<file path="config.mk">
export PLATFORM = sky130hd
export DESIGN_NAME = xintf_dpbram_arbiter
export DESIGN_NICKNAME = d
export VERILOG_FILES = /design/src/rtl/xintf_dpbram_arbiter.sv
export SDC_FILE = /design/constraint.sdc
export NUM_CORES = 1
export LEC_CHECK = 0
export BUFFER_PORTS_ARGS = -buffer_cell sky130_fd_sc_hd__buf_2
export CAP_MARGIN = 40
export CORE_ASPECT_RATIO = 0.5
export CORE_MARGIN = 2
export CORE_UTILIZATION = 49
export CTS_CLUSTER_DIAMETER = 80
export DETAILED_ROUTE_END_ITERATION = 10
export PLACE_DENSITY_LB_ADDON = 0.1
export SLEW_MARGIN = 20
export SYNTH_ARGS = -nofsm -noshare
export SYNTH_HDL_FRONTEND = slang
export SYNTH_SLANG_ARGS = --single-unit
</file>
<file path="constraint.sdc">
create_clock -name i_clk -period 3.6 [get_ports i_clk]
set_input_delay 0.18 -clock i_clk [delete_from_list [all_inputs] [get_ports i_clk]]
set_output_delay 0.18 -clock i_clk [all_outputs]
set_load 0.01 [all_outputs]
</file>
<file path="src/rtl/xintf_dpbram_arbiter.sv">
// Round-robin, burst-oriented arbiter sharing the XINTF DPBRAM write port (port A) among N_REQ requesters.
// Latency: request to grant is 1 cycle; owner write beat to DPBRAM pins is 1 cycle; a release leaves 1 dead cycle.
// Backpressure: requesters hold i_req until granted; writes from non-owners are dropped, and owners are force-released at MAX_BURST beats.
module xintf_dpbram_arbiter #(
    parameter int N_REQ     = 3,
    parameter int ADDR_W    = 9,
    parameter int DATA_W    = 16,
    parameter int MAX_BURST = 64,
    localparam int OWN_W    = $clog2(N_REQ),
    localparam int CNT_W    = $clog2(MAX_BURST + 1)
) (
    input  logic                       i_clk,
    input  logic                       i_rst,
    input  logic [N_REQ-1:0]           i_req,
    input  logic [N_REQ-1:0]           i_last,
    input  logic [N_REQ-1:0]           i_we,
    input  logic [N_REQ*ADDR_W-1:0]    i_addr,
    input  logic [N_REQ*DATA_W-1:0]    i_din,
    output logic [N_REQ-1:0]           o_gnt,
    output logic [OWN_W-1:0]           o_owner,
    output logic [ADDR_W-1:0]          o_ram_addr,
    output logic [DATA_W-1:0]          o_ram_din,
    output logic                       o_ram_ce,
    output logic                       o_ram_we,
    output logic                       o_busy,
    output logic                       o_burst_err
);

    typedef enum logic [1:0] {
        S_IDLE,
        S_GRANT,
        S_RELEASE
    } state_t;

    state_t              state_q, state_d;
    logic [N_REQ-1:0]    gnt_q, gnt_d;
    logic [OWN_W-1:0]    owner_q, owner_d;
    logic [OWN_W-1:0]    last_owner_q, last_owner_d;
    logic [CNT_W-1:0]    cnt_q, cnt_d;
    logic [ADDR_W-1:0]   ram_addr_q, ram_addr_d;
    logic [DATA_W-1:0]   ram_din_q, ram_din_d;
    logic                ram_wr_q, ram_wr_d;
    logic                err_q, err_d;

    // Round-robin winner: first requesting index after the previous owner.
    logic                win_vld;
    logic [OWN_W-1:0]    win_idx;
    logic [OWN_W-1:0]    cand;

    // The owner's own request lane; every other lane is ignored.
    logic                own_req;
    logic                own_we;
    logic                own_last;
    logic [ADDR_W-1:0]   own_addr;
    logic [DATA_W-1:0]   own_din;

    assign own_req  = i_req[owner_q];
    assign own_we   = i_we[owner_q];
    assign own_last = i_last[owner_q];
    assign own_addr = i_addr[int'(owner_q) * ADDR_W +: ADDR_W];
    assign own_din  = i_din[int'(owner_q) * DATA_W +: DATA_W];

    // Scan last_owner+1, last_owner+2, ... (mod N_REQ) for the first active request.
    always_comb begin
        win_vld = 1'b0;
        win_idx = '0;
        cand    = '0;
        for (int i = 1; i <= N_REQ; i++) begin
            cand = OWN_W'((int'(last_owner_q) + i) % N_REQ);
            if (!win_vld && i_req[cand]) begin
                win_vld = 1'b1;
                win_idx = cand;
            end
        end
    end

    // Next-state and registered-output logic for the IDLE/GRANT/RELEASE machine.
    always_comb begin
        state_d      = state_q;
        gnt_d        = gnt_q;
        owner_d      = owner_q;
        last_owner_d = last_owner_q;
        cnt_d        = cnt_q;
        ram_addr_d   = ram_addr_q;
        ram_din_d    = ram_din_q;
        ram_wr_d     = 1'b0;
        err_d        = 1'b0;

        unique case (state_q)
            S_IDLE: begin
                gnt_d = '0;
                if (win_vld) begin
                    state_d = S_GRANT;
                    gnt_d   = N_REQ'(1) << win_idx;
                    owner_d = win_idx;
                    cnt_d   = '0;
                end
            end

            S_GRANT: begin
                if (!own_req) begin
                    // Owner withdrew: its strobe this cycle is discarded.
                    state_d      = S_RELEASE;
                    gnt_d        = '0;
                    last_owner_d = owner_q;
                end else if (own_we) begin
                    ram_wr_d   = 1'b1;
                    ram_addr_d = own_addr;
                    ram_din_d  = own_din;
                    cnt_d      = cnt_q + CNT_W'(1);
                    if (own_last) begin
                        state_d      = S_RELEASE;
                        gnt_d        = '0;
                        last_owner_d = owner_q;
                    end else if (cnt_q == CNT_W'(MAX_BURST - 1)) begin
                        // This beat is the MAX_BURST-th: write it, then force the port free.
                        state_d      = S_RELEASE;
                        gnt_d        = '0;
                        last_owner_d = owner_q;
                        err_d        = 1'b1;
                    end
                end
            end

            S_RELEASE: begin
                gnt_d   = '0;
                state_d = S_IDLE;
            end

            default: begin
                gnt_d   = '0;
                state_d = S_IDLE;
            end
        endcase
    end

    // State and output registers; synchronous reset overrides everything, even mid-burst.
    always_ff @(posedge i_clk) begin
        if (i_rst) begin
            state_q      <= S_IDLE;
            gnt_q        <= '0;
            owner_q      <= '0;
            last_owner_q <= OWN_W'(N_REQ - 1);
            cnt_q        <= '0;
            ram_addr_q   <= '0;
            ram_din_q    <= '0;
            ram_wr_q     <= 1'b0;
            err_q        <= 1'b0;
        end else begin
            state_q      <= state_d;
            gnt_q        <= gnt_d;
            owner_q      <= owner_d;
            last_owner_q <= last_owner_d;
            cnt_q        <= cnt_d;
            ram_addr_q   <= ram_addr_d;
            ram_din_q    <= ram_din_d;
            ram_wr_q     <= ram_wr_d;
            err_q        <= err_d;
        end
    end

    assign o_gnt       = gnt_q;
    assign o_owner     = owner_q;
    assign o_ram_addr  = ram_addr_q;
    assign o_ram_din   = ram_din_q;
    assign o_ram_ce    = ram_wr_q;
    assign o_ram_we    = ram_wr_q;
    assign o_busy      = (state_q != S_IDLE);
    assign o_burst_err = err_q;

endmodule

</file>
Word-level counts from Yosys, hierarchy flattened
Index checks and enable logic that the tools add are counted.
{"block": "op_classes", "bitwise_logic": 3, "n_eq_ne": 9, "div": 3, "n_mul": 1, "n_addsub": 4, "n_mux": 40, "shifts": 3, "order_cmp": 4, "reduce_logical": 15}
{"cell": "remainder unit 32 x 3 -> 32 bit, second input constant", "n": 3}
{"cell": "indexed part select 48 x 7 -> 16 bit", "n": 1}
{"cell": "indexed part select 27 x 7 -> 9 bit", "n": 1}
{"cell": "two-way mux 2 bit", "n": 12}
{"cell": "two-way mux 7 bit", "n": 3}
{"cell": "two-way mux 3 bit", "n": 5}
{"cell": "one-hot mux 7 bit (2 select lines)", "n": 1}
{"cell": "binary-select mux 1 bit (select 2 bit)", "n": 6}
{"cell": "< comparator 2 x 3 -> 1 bit, second input constant", "n": 4}
{"cell": "two-way mux 1 bit", "n": 11}
{"cell": "AND reduction 3 bit", "n": 3}
{"cell": "adder 7 x 1 -> 7 bit, second input constant", "n": 1}
{"cell": "== test 7 x 6 -> 1 bit, second input constant", "n": 1}
{"cell": "adder 2 x 2 -> 3 bit, second input constant", "n": 2}
{"cell": "multiplier 2 x 4 -> 6 bit, second input constant", "n": 1}
{"cell": "!= test 2 bit, second input constant", "n": 3}
{"cell": "one-hot mux 3 bit (2 select lines)", "n": 1}
{"cell": "OR reduction 5 bit", "n": 1}
{"cell": "!= test 4 bit, second input constant", "n": 1}
{"cell": "one-hot mux 2 bit (2 select lines)", "n": 1}
{"cell": "AND reduction 2 bit", "n": 2}
{"cell": "AND reduction 4 bit", "n": 1}
{"cell": "nonzero test 2 bit", "n": 2}
{"cell": "adder 2 x 1 -> 3 bit, second input constant", "n": 1}
{"cell": "other kinds (10)", "n": 14}
{"block": "totals", "input_bits": 86, "out_inout_bits": 34, "word_cells": 91, "register_bits": 43}

Logic depth before layout (Yosys ltp)
{"block": "logic_depth", "word_depth": 14, "depth_mapped": 9}

Least setup slack after synthesis
No wires, ideal clock.
{"block": "synth_path", "path_type": "flip-flop to flip-flop", "from": "reg owner_q[1], in the netlist o_owner[1]", "to": "reg ram_addr_q[1], in the netlist o_ram_addr[1]", "path_slack_ns": 1.700, "required_ns": 3.468, "n_path_buf": 3, "arrival_time_ns": 1.768, "stages_incl_launch_ff": 9, "setup_ns": 0.132, "period_less_slack_ns": 1.900, "cell_sequence": "dfxtp_1 > nor2b_1 > buf_4 > a2bb2oi_2 > or3_1 > buf_2 > buf_2 > a211oi_1 > nor3_1"}
{"block": "synth_via", "elab_chain_cells": 3, "elab_cells_between_ends": 7, "classes_between": "1 x mul; 1 x shift; 4 x mux; 1 x reduce/logical"}
{"item": "start, declared", "line": "37", "rtl": "logic [OWN_W-1:0] owner_q, owner_d;"}
{"item": "start signal, assigned", "line": "152", "rtl": "owner_q <= owner_d;"}
{"item": "branches (longest 3 deep; another with multiplier 2 x 4 -> 6 bit)"}
{"item": "end signal, assigned", "line": "155", "rtl": "ram_addr_q <= ram_addr_d;"}
{"item": "end, declared", "line": "40", "rtl": "logic [ADDR_W-1:0] ram_addr_q, ram_addr_d;"}
Parallel ways; which one is timed is not known. The select of a mux whose other input is x is not followed.
A chain may end at the register's enable or synchronous reset.

Worst setup path in the final report
{"block": "layout_path", "from": "reg owner_q[0], in the netlist o_owner[0]", "to": "reg ram_din_q[11], in the netlist o_ram_din[11]"}
{"block": "layout_via", "elab_chain_cells": 3, "elab_cells_between_ends": 6, "classes_between": "1 x shift; 4 x mux; 1 x reduce/logical"}
{"item": "branches (longest 3 deep; another with indexed part select 48 x 7 -> 16 bit)"}
{"item": "end signal, assigned", "line": "156", "rtl": "ram_din_q <= ram_din_d;"}
{"item": "end, declared", "line": "41", "rtl": "logic [DATA_W-1:0] ram_din_q, ram_din_d;"}
Parallel ways; which one is timed is not known. The select of a mux whose other input is x is not followed.

==> metrics <==
largest family of logic cells by synthesized area simple AND/OR/NAND/NOR gates; Inserted Clock Buffers 5; Initial Util 52.5%; Multi-input gate area 1400 µm²; number of max-capacitance violations reported 0; post-cts sizing count 0; complex-gate fraction of the synthesized area 16.0%; placeable core area 4550 µm²; aggregate global routing overflow 0; area used by sequential logic in the layout 862 µm²; Place WS 1.11 ns; cell area after synthesis 2390 µm²; Simple-Gate Fraction of Synth Area 25.4%; clock latency at the later pin of the worst-skew pair 0.29 ns; Die Width 103 µm; number of synthesized flops with an enable pin 0; Crit Path Category reg2reg; worst rel slew slack 54.3%; total routed wire length on the met1 layer 2760 µm; leading cell types by total area after synthesis dfxtp_1 36%, mux2i_1 13%, nor2_1 10%, a211oi_1 7.9%, nor3_1 5.7%; Mapped Nets 382; Setup TNS 0 ns; maximum clock path buffer count 2; final setup margin 1.10 ns; post-layout power 1.78 mW; Synth Instances 292; GR Util All Layers 24.1%; estimated wirelength of the detail-placed design 4880 µm; cell leakage power 1.38 nW; wire length reported by the detailed router 6450 µm; post-layout net count 490; area share of the largest cell type after synthesis 36.0%; placed instance count 459; TritonCTS clock tree built; biggest area consumer among synthesized cells dfxtp_1; Avg Synthesized Cell Area 8.18 µm²; CTS root buffer clkbuf_8; ratio of routed vias to standard cells 5.34; worst ir drop on vdd 0.224 mV; number of fill cells 407; number of diodes 0; antenna violations before repair 0; top cells by instance count after synthesis 64 x nor2_1, 43 x dfxtp_1, 31 x mux2i_1, 27 x nor3_1, 25 x a211oi_1; IO Port Bufs 119; ys async rst share 0%; Post-DP Area 3030 µm²; post-detailed-route wirelength per cell 13.8 µm; Fin. Hold Viols 0; critical path required time 3.76 ns; Yosys Warn Count 0; Setup Buffers After CTS 0; remaining design rule violation count 0; top routing layer in use met4; met2 layer wire length in the routed design 3230 µm; 1st-iter DRT viols 68; kind of end point of the critical path flip-flop; setup repair after global routing missed its margin no; top fanout value on the critical path 32; drt pass-1 iters 4; adder-cell share of the synthesized area 2.09%; H-tree depth 2; worst-case clock skew 0.00431 ns; time the final worst path needs with I/O delays and setup 2.50 ns; pin count of the biggest net entering global routing 39; final period utilization 69.5%; boundary pin count 120; # clock sinks 43; run status finished, final reports clean; floorplan die height 53.4 µm; number of different library cells in the post-synthesis netlist 40; Detail Route met3 WL 351 µm; Setup-failing EPs final 0; first-pass GRT wire length 10,200 µm; most common cell in the netlist nor2_1; Worst Tran Pin Value 0.686 ns; ratio of cells with drive above 1 in the final layout 34.7%; type of origin of the critical path flip-flop; CTS clock-pin slew for the worst setup and hold paths 0.08 ns; quantity of hold-fixing buffers added after cts 0; finished layout cell area 3130 µm²; highest achievable clock rate 400 MHz; leading register cell type out of synthesis dfxtp_1; fraction of the yosys area taken by sequential cells 36.0%; Vias 2,495; number of placement rows 17; FF+latch count, synth 43; area delta synth->final 30.8%; fin. max-slew vios 0; final cell count without fillers 467; die outline area 5490 µm²; Post-DRT Antenna Nets 0; vias in the first global route 2,340; parity-gate share of the synthesized area counting xor and xnor cells 1.83%; Power per Cell Area 571 nW/µm²; placer's final routability congestion estimate 0.847; data arrival time of the critical path 2.66 ns; multiplexer fraction of the synthesized cell area 13.0%; type of the most critical hold path in2reg
[report_power, final]
part           switching (mW)  internal, mW
Sequential             0.0539         0.571
Combinational           0.482         0.344
Clock                   0.159         0.175
[through the flow]
| step | hold WS [ns] | util, % |
|---|---|---|
| 6_report | 0.160 | 68.7 |
| 5_1_grt | 0.184 | 68.7 |
| 4_1_cts | 0.166 | 68.7 |
| 3_5_place_dp | 0.458 | 66.5 |
| 3_3_place_gp | 0.446 | 65.6 |
| 2_1_floorplan | 0.372 | - |
[path summary, 6_finish.rpt]
| check | cells past startpoint | slack [ns] | start | end |
|---|---|---|---|---|
| worst max-delay path | 7 | 1.10 | o_owner[0]$_SDFFE_PP0P_ | o_ram_din[11]$_SDFFE_PP0P_ |
| worst min-delay path | 3 | 0.16 | i_addr[21] | o_ram_addr[3]$_SDFFE_PP0P_ |
| worst max register to register | 7 | 1.10 | o_owner[0]$_SDFFE_PP0P_ | o_ram_din[11]$_SDFFE_PP0P_ |
| worst min register to register | 1 | 0.47 | o_gnt[2]$_SDFFE_PP0P_ | o_gnt[2]$_SDFFE_PP0P_ |
[sequential cells by signal, summed over array words and instances (netlist names)]
signal	flops
o_ram_din	16
o_ram_addr	9
cnt_q	7
o_gnt	3
last_owner_q	2
o_owner	2
state_q	2
o_burst_err	1
o_ram_ce	1
[critical path, cell delays in order, from the launching register on]
cell	delay, ns
dfxtp_2	0.34
buf_4	0.44
mux2i_1	0.14
o21a_1	0.32
or3_1	0.56
buf_8	0.24
a211oi_1	0.25
nor3_1	0.07
[metal layers]
layer | track usage [%] | up-vias
met5 | 0 | -
met4 | 9.43 | 0
met3 | 5.68 | 16
met2 | 44.1 | 80
met1 | 27.7 | 1144
li1 | - | 1255
[cell families (layout without fill, tap and decap cells)]
kind of cell	Yosys count	after routing
flip-flops	43	43
adder cells (fa/ha/maj)	4	4
AO/OA/AOI/OAI	51	51
AND/OR/NAND/NOR	128	128
XOR/XNOR	5	5
buffers and inverters	30	139
multiplexers	31	31
[cells in the final DEF (no fill, tap or decap), types with 3 or more instances in the layout]
| master | Yosys | layout |
|---|---|---|
| a211oi_1 | 25 | 25 |
| a21oi_1 | 6 | 6 |
| a32o_1 | 3 | 3 |
| buf_2 | 9 | 119 |
| clkbuf_8 | 0 | 7 |
| dfxtp_1 | 43 | 42 |
| ha_1 | 4 | 4 |
| inv_1 | 7 | 7 |
| mux2i_1 | 31 | 31 |
| nand2_1 | 8 | 8 |
| nand2b_1 | 4 | 4 |
| nand3_1 | 5 | 5 |
| nand3b_1 | 3 | 3 |
| nor2_1 | 64 | 64 |
| nor3_1 | 27 | 27 |
| nor4_1 | 4 | 4 |
| o21ai_0 | 3 | 3 |
| or3_1 | 3 | 3 |
| xnor2_1 | 4 | 4 |
[area by class of cell]
| class | instances | share of cell area, % |
|---|---|---|
| Sequential cell | 43 | 27.6 |
| Inverter | 7 | 0.841 |
| Multi-Input combinational cell | 219 | 44.9 |
| Clock buffer | 8 | 3.20 |
| Timing Repair Buffer | 124 | 20.9 |
| Tap cell | 66 | 2.64 |
Power figures use the tool's default switching activity.
